==> config.mk <==
export PLATFORM = sky130hd
export DESIGN_NAME = paillier_task_dispatcher
export DESIGN_NICKNAME = d
export VERILOG_FILES = /design/src/rtl/paillier_pkg.sv /design/src/rtl/paillier_task_dispatcher.sv
export SDC_FILE = /design/constraint.sdc
export NUM_CORES = 1
export LEC_CHECK = 0
export BUFFER_PORTS_ARGS = -buffer_cell sky130_fd_sc_hd__buf_2
export CORE_UTILIZATION = 47
export CTS_BUF_LIST = sky130_fd_sc_hd__clkbuf_8
export DETAILED_ROUTE_END_ITERATION = 7
export PLACE_DENSITY = 0.83
export SLEW_MARGIN = 25
export SYNTH_ARGS = -nofsm -noshare
export SYNTH_HDL_FRONTEND = slang
export SYNTH_SLANG_ARGS = --single-unit
==> constraint.sdc <==
create_clock -name clk -period 7.85 [get_ports clk]
set_clock_uncertainty 0.1 [all_clocks]
set_input_delay 0.3925 -clock clk [delete_from_list [all_inputs] [get_ports clk]]
set_output_delay 0.3925 -clock clk [all_outputs]
set_load 0.01 [all_outputs]
==> src/rtl/paillier_pkg.sv <==
// Shared types for the Paillier task dispatcher: core command encoding and dispatcher FSM states.
package paillier_pkg;

  typedef enum logic [1:0] {
    ENC        = 2'd0,
    DEC        = 2'd1,
    HOMO_ADD   = 2'd2,
    SCALAR_MUL = 2'd3
  } paillier_cmd_t;

  typedef enum logic [2:0] {
    S_IDLE,
    S_WAIT,
    S_REQ,
    S_OPA,
    S_OPB,
    S_NEXT,
    S_FIN
  } disp_state_t;

endpackage

==> src/rtl/paillier_task_dispatcher.sv <==
// Fans the fetched operand stream out round-robin to BLOCK_COUNT Paillier cores,
// one task at a time, tracking per-core busy until each core reports task_end.
module paillier_task_dispatcher
  import paillier_pkg::*;
#(
  parameter int BLOCK_COUNT = 24,
  parameter int K           = 128,
  parameter int N           = 32,
  parameter int TASK_W      = 16
) (
  input  logic                   clk,
  input  logic                   rst,
  input  logic                   start,
  input  logic [1:0]             mode,
  input  logic [TASK_W-1:0]      num_tasks,
  input  logic                   s_valid,
  output logic                   s_ready,
  input  logic [K-1:0]           s_data,
  output logic [BLOCK_COUNT-1:0] task_req,
  output logic [1:0]             task_cmd,
  output logic [K-1:0]           op_data,
  output logic [BLOCK_COUNT-1:0] op_a_valid,
  output logic [BLOCK_COUNT-1:0] op_b_valid,
  input  logic [BLOCK_COUNT-1:0] task_end,
  output logic                   busy,
  output logic                   done
);

  localparam int PTR_W = (BLOCK_COUNT > 1) ? $clog2(BLOCK_COUNT) : 1;
  localparam int WC_W  = $clog2(N) + 1;
  localparam logic [WC_W-1:0]  WC_LAST  = WC_W'(N - 1);
  localparam logic [PTR_W-1:0] PTR_LAST = PTR_W'(BLOCK_COUNT - 1);

  disp_state_t            state_reg, state_next;
  paillier_cmd_t          cmd_reg;
  logic [TASK_W-1:0]      num_tasks_reg, task_cnt_reg, task_cnt_inc;
  logic [PTR_W-1:0]       blk_ptr_reg;
  logic [WC_W-1:0]        word_cnt_reg;
  logic [BLOCK_COUNT-1:0] core_busy_reg, blk_sel;
  logic [K-1:0]           op_data_reg;
  logic [BLOCK_COUNT-1:0] op_a_valid_reg, op_b_valid_reg;
  logic                   done_reg;
  logic                   beat, last_beat, blk_free, accept_start;

  assign blk_sel      = BLOCK_COUNT'(1) << blk_ptr_reg;
  assign beat         = s_valid & s_ready;
  assign last_beat    = beat & (word_cnt_reg == WC_LAST);
  // A task_end arriving this cycle already frees the target core for REQ.
  assign blk_free     = ~core_busy_reg[blk_ptr_reg] | task_end[blk_ptr_reg];
  assign accept_start = (state_reg == S_IDLE) & start;
  assign task_cnt_inc = task_cnt_reg + TASK_W'(1);

  assign task_cmd   = cmd_reg;
  assign op_data    = op_data_reg;
  assign op_a_valid = op_a_valid_reg;
  assign op_b_valid = op_b_valid_reg;
  assign done       = done_reg;

  always_ff @(posedge clk or posedge rst) begin
    if (rst) state_reg <= S_IDLE;
    else     state_reg <= state_next;
  end

  always_comb begin
    state_next = state_reg;
    case (state_reg)
      S_IDLE: if (start) state_next = (num_tasks == '0) ? S_FIN : S_WAIT;
      S_WAIT: if (blk_free) state_next = S_REQ;
      S_REQ:  state_next = S_OPA;
      S_OPA:  if (last_beat) state_next = (cmd_reg == DEC) ? S_NEXT : S_OPB;
      S_OPB:  if (last_beat) state_next = S_NEXT;
      S_NEXT: state_next = (task_cnt_inc == num_tasks_reg) ? S_FIN : S_WAIT;
      S_FIN:  if (core_busy_reg == '0) state_next = S_IDLE;
      default: state_next = S_IDLE;
    endcase
  end

  always_comb begin
    s_ready  = 1'b0;
    task_req = '0;
    busy     = (state_reg != S_IDLE);
    case (state_reg)
      S_REQ:        task_req = blk_sel;
      S_OPA, S_OPB: s_ready  = 1'b1;
      default: ;
    endcase
  end

  always_ff @(posedge clk or posedge rst) begin
    if (rst) begin
      cmd_reg        <= ENC;
      num_tasks_reg  <= '0;
      task_cnt_reg   <= '0;
      blk_ptr_reg    <= '0;
      word_cnt_reg   <= '0;
      op_data_reg    <= '0;
      op_a_valid_reg <= '0;
      op_b_valid_reg <= '0;
      done_reg       <= 1'b0;
    end else begin
      done_reg       <= (state_reg == S_FIN) && (core_busy_reg == '0);
      op_a_valid_reg <= (state_reg == S_OPA && beat) ? blk_sel : '0;
      op_b_valid_reg <= (state_reg == S_OPB && beat) ? blk_sel : '0;
      if (beat) op_data_reg <= s_data;
      if (accept_start) begin
        cmd_reg       <= paillier_cmd_t'(mode);
        num_tasks_reg <= num_tasks;
        task_cnt_reg  <= '0;
        blk_ptr_reg   <= '0;
      end
      case (state_reg)
        S_REQ: word_cnt_reg <= '0;
        S_OPA, S_OPB:
          if (beat) word_cnt_reg <= last_beat ? '0 : word_cnt_reg + WC_W'(1);
        S_NEXT: begin
          task_cnt_reg <= task_cnt_inc;
          blk_ptr_reg  <= (blk_ptr_reg == PTR_LAST) ? '0 : blk_ptr_reg + PTR_W'(1);
        end
        default: ;
      endcase
    end
  end

  // Set on REQ wins over a same-cycle task_end, which can only belong to an older task.
  generate
    for (genvar gi = 0; gi < BLOCK_COUNT; gi++) begin : g_core_busy
      always_ff @(posedge clk or posedge rst) begin
        if (rst)
          core_busy_reg[gi] <= 1'b0;
        else if (state_reg == S_REQ && blk_ptr_reg == PTR_W'(gi))
          core_busy_reg[gi] <= 1'b1;
        else if (task_end[gi])
          core_busy_reg[gi] <= 1'b0;
      end
    end
  endgenerate

endmodule

[Word level (Yosys, flattened, before mapping)]
Cells that the tools add are included.
W data, S select, Z words.
Word-level totals
  register bits after elaboration: 249
  latch bits: 0
  memory bits (writable): 0
  memory bits (read-only): 0
  bits of input ports: 174
  output and inout bits: 205
  word-level logic and storage cells: 216
  memories kept: 0
Operators by class
  $add $sub $neg: 3
  multiply operators: 0
  divide/modulo/power cells: 0
  $lt $le $gt $ge: 1
  eq/ne operators: 38
  shift operators: 1
  multiplexer cells: 73
  bitwise operators: 5
  reductions and logical operators: 61
Operator list (count)
  $mux W24: 3
  $mux W1: 52
  $reduce_bool A2 Y1: 26
  $eq A5 B4 Y1 const B: 8
  $eq A5 B5 Y1 const B: 8
  $mux W16: 2
  $logic_and A1 B1 Y1: 27
  $logic_not A24 Y1: 1
  $shl A1 B5 Y24 const A: 1
  $mux W3: 7
  $pmux W3 S7: 1
  $eq A5 B3 Y1 const B: 4
  $add A16 B1 Y16 const B: 1
  $eq A16 B16 Y1: 1
  $logic_not A16 Y1: 1
  $mux W5: 3
  $mux W6: 2
  $ne A2 B2 Y1 const B: 6
  $pmux W6 S2: 1
  $bmux W1 S5: 2
  $eq A5 B2 Y1 const B: 2
  $eq A3 B3 Y1 const B: 3
  $add A6 B1 Y6 const B: 1
  $eq A3 B2 Y1 const B: 2
  15 further kinds: 17

[Logic depth before layout (Yosys ltp)]
  depth after elaboration: 8
  depth in mapped cells: 9
  depth with buffers taken out: 8

[Worst setup path after synthesis]
Ideal clock, no wire load.
  path kind: reg2reg
  start: register task_cnt_reg[0]
  end: register state_reg[2]
  library setup time: 82 ps
  arrival: 2042 ps
  data required time: 7668 ps
  setup slack: 5626 ps
  stages on the path, launching flop included: 8
  buffers on the path: 0
  period minus slack after synthesis: 2224 ps
  cells stage by stage: dfrtp_1 -> ha_1 -> and2_1 -> nand4_1 -> xnor2_1 -> nand4_1 -> or4_1 -> a31oi_1
Between the ends
  word-level cells in the longest chain between the ends: 4
RTL lines
  start, declared: line paillier_task_dispatcher.sv:36  | logic [TASK_W-1:0] num_tasks_reg, task_cnt_reg, task_cnt_inc;
  start signal, assigned: line paillier_task_dispatcher.sv:116  | task_cnt_reg <= task_cnt_inc;
  $add A16 B1 Y16: line paillier_task_dispatcher.sv:51  | assign task_cnt_inc = task_cnt_reg + TASK_W'(1);
  $eq A16 B16 Y1: line paillier_task_dispatcher.sv:72  | S_NEXT: state_next = (task_cnt_inc == num_tasks_reg) ? S_FIN : S_WAIT;
  $mux W3: line paillier_task_dispatcher.sv:72
  $pmux W3 S7: line paillier_task_dispatcher.sv:66  | case (state_reg)
  end signal, assigned: line paillier_task_dispatcher.sv:61  | else state_reg <= state_next;
  end, declared: line paillier_task_dispatcher.sv:34  | disp_state_t state_reg, state_next;
Every way passes these cells.
A chain may end at the register's enable or synchronous reset.

[Worst setup path after layout]
  start: register blk_ptr_reg[0]
  end: output port task_req[2]
Between the ends
  word-level cells in the longest chain between the ends: 2
RTL lines
  start, declared: line paillier_task_dispatcher.sv:37  | logic [PTR_W-1:0] blk_ptr_reg;
  start signal, assigned: line paillier_task_dispatcher.sv:117  | blk_ptr_reg <= (blk_ptr_reg == PTR_LAST) ? '0 : blk_ptr_reg + PTR_W'(1);
  $shl A1 B5 Y24: line paillier_task_dispatcher.sv:45  | assign blk_sel = BLOCK_COUNT'(1) << blk_ptr_reg;
  $mux W24: line paillier_task_dispatcher.sv:82  | case (state_reg)
  end, declared: line paillier_task_dispatcher.sv:19  | output logic [BLOCK_COUNT-1:0] task_req,
Every way passes these cells.

==> flow_metrics.tcl <==
set metrics [dict create \
    run_status "complete, but fails checks" \
    failed_checks "DRC" \
    cts_tree "yes" \
    worstSkewPairLatency_ns 0.53 \
    areaGrowthSynthToFinish_pct 41.8 \
    cells_after_dpl 1502 \
    postSynthNetCount 1068 \
    avgRoutedWirePerCell_um 20.4 \
    achievable_freq_mhz 313 \
    synthDistinctLibCells 53 \
    r2r_start "state_reg[2]" \
    worst_ir_drop_vdd_v 0.000166 \
    power.density_cell_area_nw_per_um2 343 \
    grtUsageMet1 0.340 \
    design.die.area_sq_um 23300 \
    largest_net_degree_at_the_start_of_global_routing 122 \
    synth_seq_area_share 0.585 \
    path_delay_family "flip-flops" \
    setup_total_negative_slack_ns 0 \
    netlist_area_sq_um 10700 \
    synthesis.yosys.warnings 0 \
    fraction_of_met2_tracks_used_by_global_routing 0.525 \
    postCtsSetupBuffers 0 \
    synth_commonest_cells "249 x sky130_fd_sc_hd__dfrtp_1, 147 x sky130_fd_sc_hd__mux2_2, 92 x sky130_fd_sc_hd__nor2_1" \
    synthMostInstantiatedCell "sky130_fd_sc_hd__dfrtp_1" \
    number_of_global_route_vias_before_repair 9830 \
    clock_tree.htree_level_count 2 \
    setup_repair_after_global_routing_missed_its_margin "no" \
    tritoncts_num_sinks 249 \
    grt_pass1_wl_um 54500 \
    antenna_found_initial 12 \
    initial_standard_cell_utilization_of_the_core 0.484 \
    max-slew-margin-rel 0.313 \
    postRouteAntennaNets 0 \
    critical_path_arrival_ns 2.70 \
    worstHoldPathType "primary input to register" \
    path_cells "inv_1, ha_1, nor2b_1, nand2_1, nor2_1, buf_2" \
    via_count 9488 \
    synthesis.area_per_instance_sq_um 12.0 \
    drc_markers 27 \
    quantity_of_i_o_buffers_inserted_on_ports 378 \
    worstMarginPinSlew_ns 1.03 \
    dr.first_iter.drc_count 667 \
    fin_crit_sh 0.407 \
    row_count 54 \
    gr-usage-met3 0.0685 \
    crit_path_max_incr_delay_ns 0.82 \
    timing.max_cap.violations 0 \
    finalHoldViolCount 0 \
    worstSetupPathType "register to output pin" \
    synth_edf_count 0 \
    synth_cells 885 \
    timing_max_transition_violations_final 0 \
    hold-path-endpoint "num_tasks_reg[0]" \
    vias_per_cell 5.45 \
    synthDominantCellAreaShare 0.585 \
    number_of_buffers_created_by_cts 41 \
    worstHoldPathCells 2 \
    worst-endpoint-required_ns 7.36 \
    die_width_um 153 \
    place_congestion 0.886 \
    endpoint_kind_of_the_worst_setup_timing_path "output pin" \
    timing.critical_path.fanout_max 17 \
    drive_gt1_frac 0.415 \
    async_reset_ff_frac 1.00 \
    final_worst_path_period_need_ns 3.19 \
    post_cts_resized 0 \
    num-nets-final 1605 \
    post_synth_main_area_contributors "sky130_fd_sc_hd__dfrtp_1 58%, sky130_fd_sc_hd__mux2_2 16%, sky130_fd_sc_hd__nor2_1 3.2%" \
    top_usage_layer "met2" \
    cts-root-to-sink-buffers 3 \
    io_pins 379 \
    power.leakage_nw 7.32 \
    gr-usage-all-layers 0.301 \
    critical_path.startpoint_type "register" \
    routed_wl_um 35600 \
    min-delay-start "num_tasks[0]" \
    r2r_slack_ns 4.81 \
    yosys_register_bits 249 \
    largest_reg_flops 128 \
    detailedRoute.firstPassIterationCount 8 \
    worstRegToRegCells 6 \
    die_y_um 153 \
    dp.final_hpwl_um 21500 \
    grt-ovfl-total 0 \
    report.final.setup_viol 0 \
    synthDominantAreaCellType "sky130_fd_sc_hd__dfrtp_1" \
    timing.critical_path.slowest_stage_cell "sky130_fd_sc_hd__dfrtp_1" \
    critPathBufInv 2 \
    core_area_sq_um 22000 \
    rr_endpoint "op_data[41]" \
    layoutNonFillerInstCount 1740 \
    clk_pin_slew_ns 0.06 \
    dominantRegCellSynth "sky130_fd_sc_hd__dfrtp_1" \
    clock-root-buffer "sky130_fd_sc_hd__clkbuf_8" \
]
==> worst max-delay path by stage <==
stage	startpoint	endpoint	slack (ns)	depth (start not counted)
4_1_cts	state_reg[1]	op_data[63]	4.56	6
6_report	blk_ptr_reg[0]	task_req[2]	4.66	6
2_1_floorplan	rst	blk_ptr_reg[0]	0.51	1
3_3_place_gp	state_reg[2]	op_data[67]	4.64	6
5_1_grt	blk_ptr_reg[0]	task_req[2]	4.44	6
3_5_place_dp	state_reg[2]	op_data[63]	4.57	6
==> logic make-up (layout without fill, tap and decap cells) <==
logic type / Yosys count / count (layout) / synth area share
AND/OR/NAND/NOR: 255 / 255 / 0.116
flip-flops: 249 / 249 / 0.585
multiplexers: 163 / 163 / 0.180
AO/OA/AOI/OAI: 105 / 105 / 0.0588
buffers and inverters: 81 / 643 / 0.0309
XOR/XNOR: 23 / 23 / 0.0189
adder cells (fa/ha/maj): 9 / 9 / 0.0106
other: 0 / 13 / 0
==> cells in the final DEF (no fill, tap or decap), drive strengths merged, types with 3 or more instances in the layout <==
master       Yosys  final
and4             3      3
a21oi           17     17
diode            0     13
buf             23    383
xor2             6      6
ha               9      9
mux4             8      8
o21ai           43     43
o211ai           6      6
nand2           64     64
clkbuf          23     48
nor2b            6      6
and3b            3      3
dfrtp          249    249
mux2i            8      8
xnor2           17     17
dlygate4sd3      0    157
o22ai           18     18
nor4            13     13
nand4           10     10
and3             6      6
mux2           147    147
nor3             6      6
inv             35     52
nand3           16     16
nand2b          12     12
o31ai            5      5
and2            12     12
nor2            92     92
==> metal layers <==
layer / routed length (um) / vias up / share of wire
li1: - / 4163 / -
met1: 12600 / 4678 / 0.35
met2: 18400 / 492 / 0.52
met3: 2670 / 155 / 0.075
met4: 1900 / 0 / 0.053
met5: 0 / - / 0
==> report_power, final <==
part / total [mW] / internal (mW) / switching (mW)
Clock: 1.08 / 0.553 / 0.530
Combinational: 1.99 / 0.944 / 1.04
Sequential: 2.11 / 1.73 / 0.375
Total: 5.18 / 3.23 / 1.95
==> cell type report <==
type / count / area [sq um]
Multi-Input combinational cell: 555 / 4120
Clock buffer: 48 / 661
Fill cell: 1506 / 6910
Clock inverter: 20 / 86.3
Sequential cell: 249 / 6230
Inverter: 35 / 139
Timing Repair Buffer: 540 / 3500
Antenna cell: 13 / 32.5
Tap cell: 280 / 350
==> per-stage QoR <==
| stage | setup slack, ns | power [mW] | util | hold slack (ns) | area, sq um |
|---|---|---|---|---|---|
| after CTS | 4.56 | 5.04 | 0.683 | 0.000177 | 15100 |
| after detailed placement | 4.57 | 3.90 | 0.579 | 0.371 | 12800 |
| after global routing | 4.44 | 5.43 | 0.686 | 0.00492 | 15100 |
| final | 4.66 | 5.18 | 0.686 | 0.0318 | 15100 |
| after global placement | 4.64 | 3.81 | 0.579 | 0.357 | 12800 |
| after floorplan | 0.514 | 3.21 | - | 0.339 | 10700 |
==> repair_timing <==
item | in CTS | in global routing
hold endpoints to repair | 259 | 2
setup endpoints to repair | 0 | 0
hold buffers | 155 | 2
Note: power is estimated with default switching activity, not from simulation.
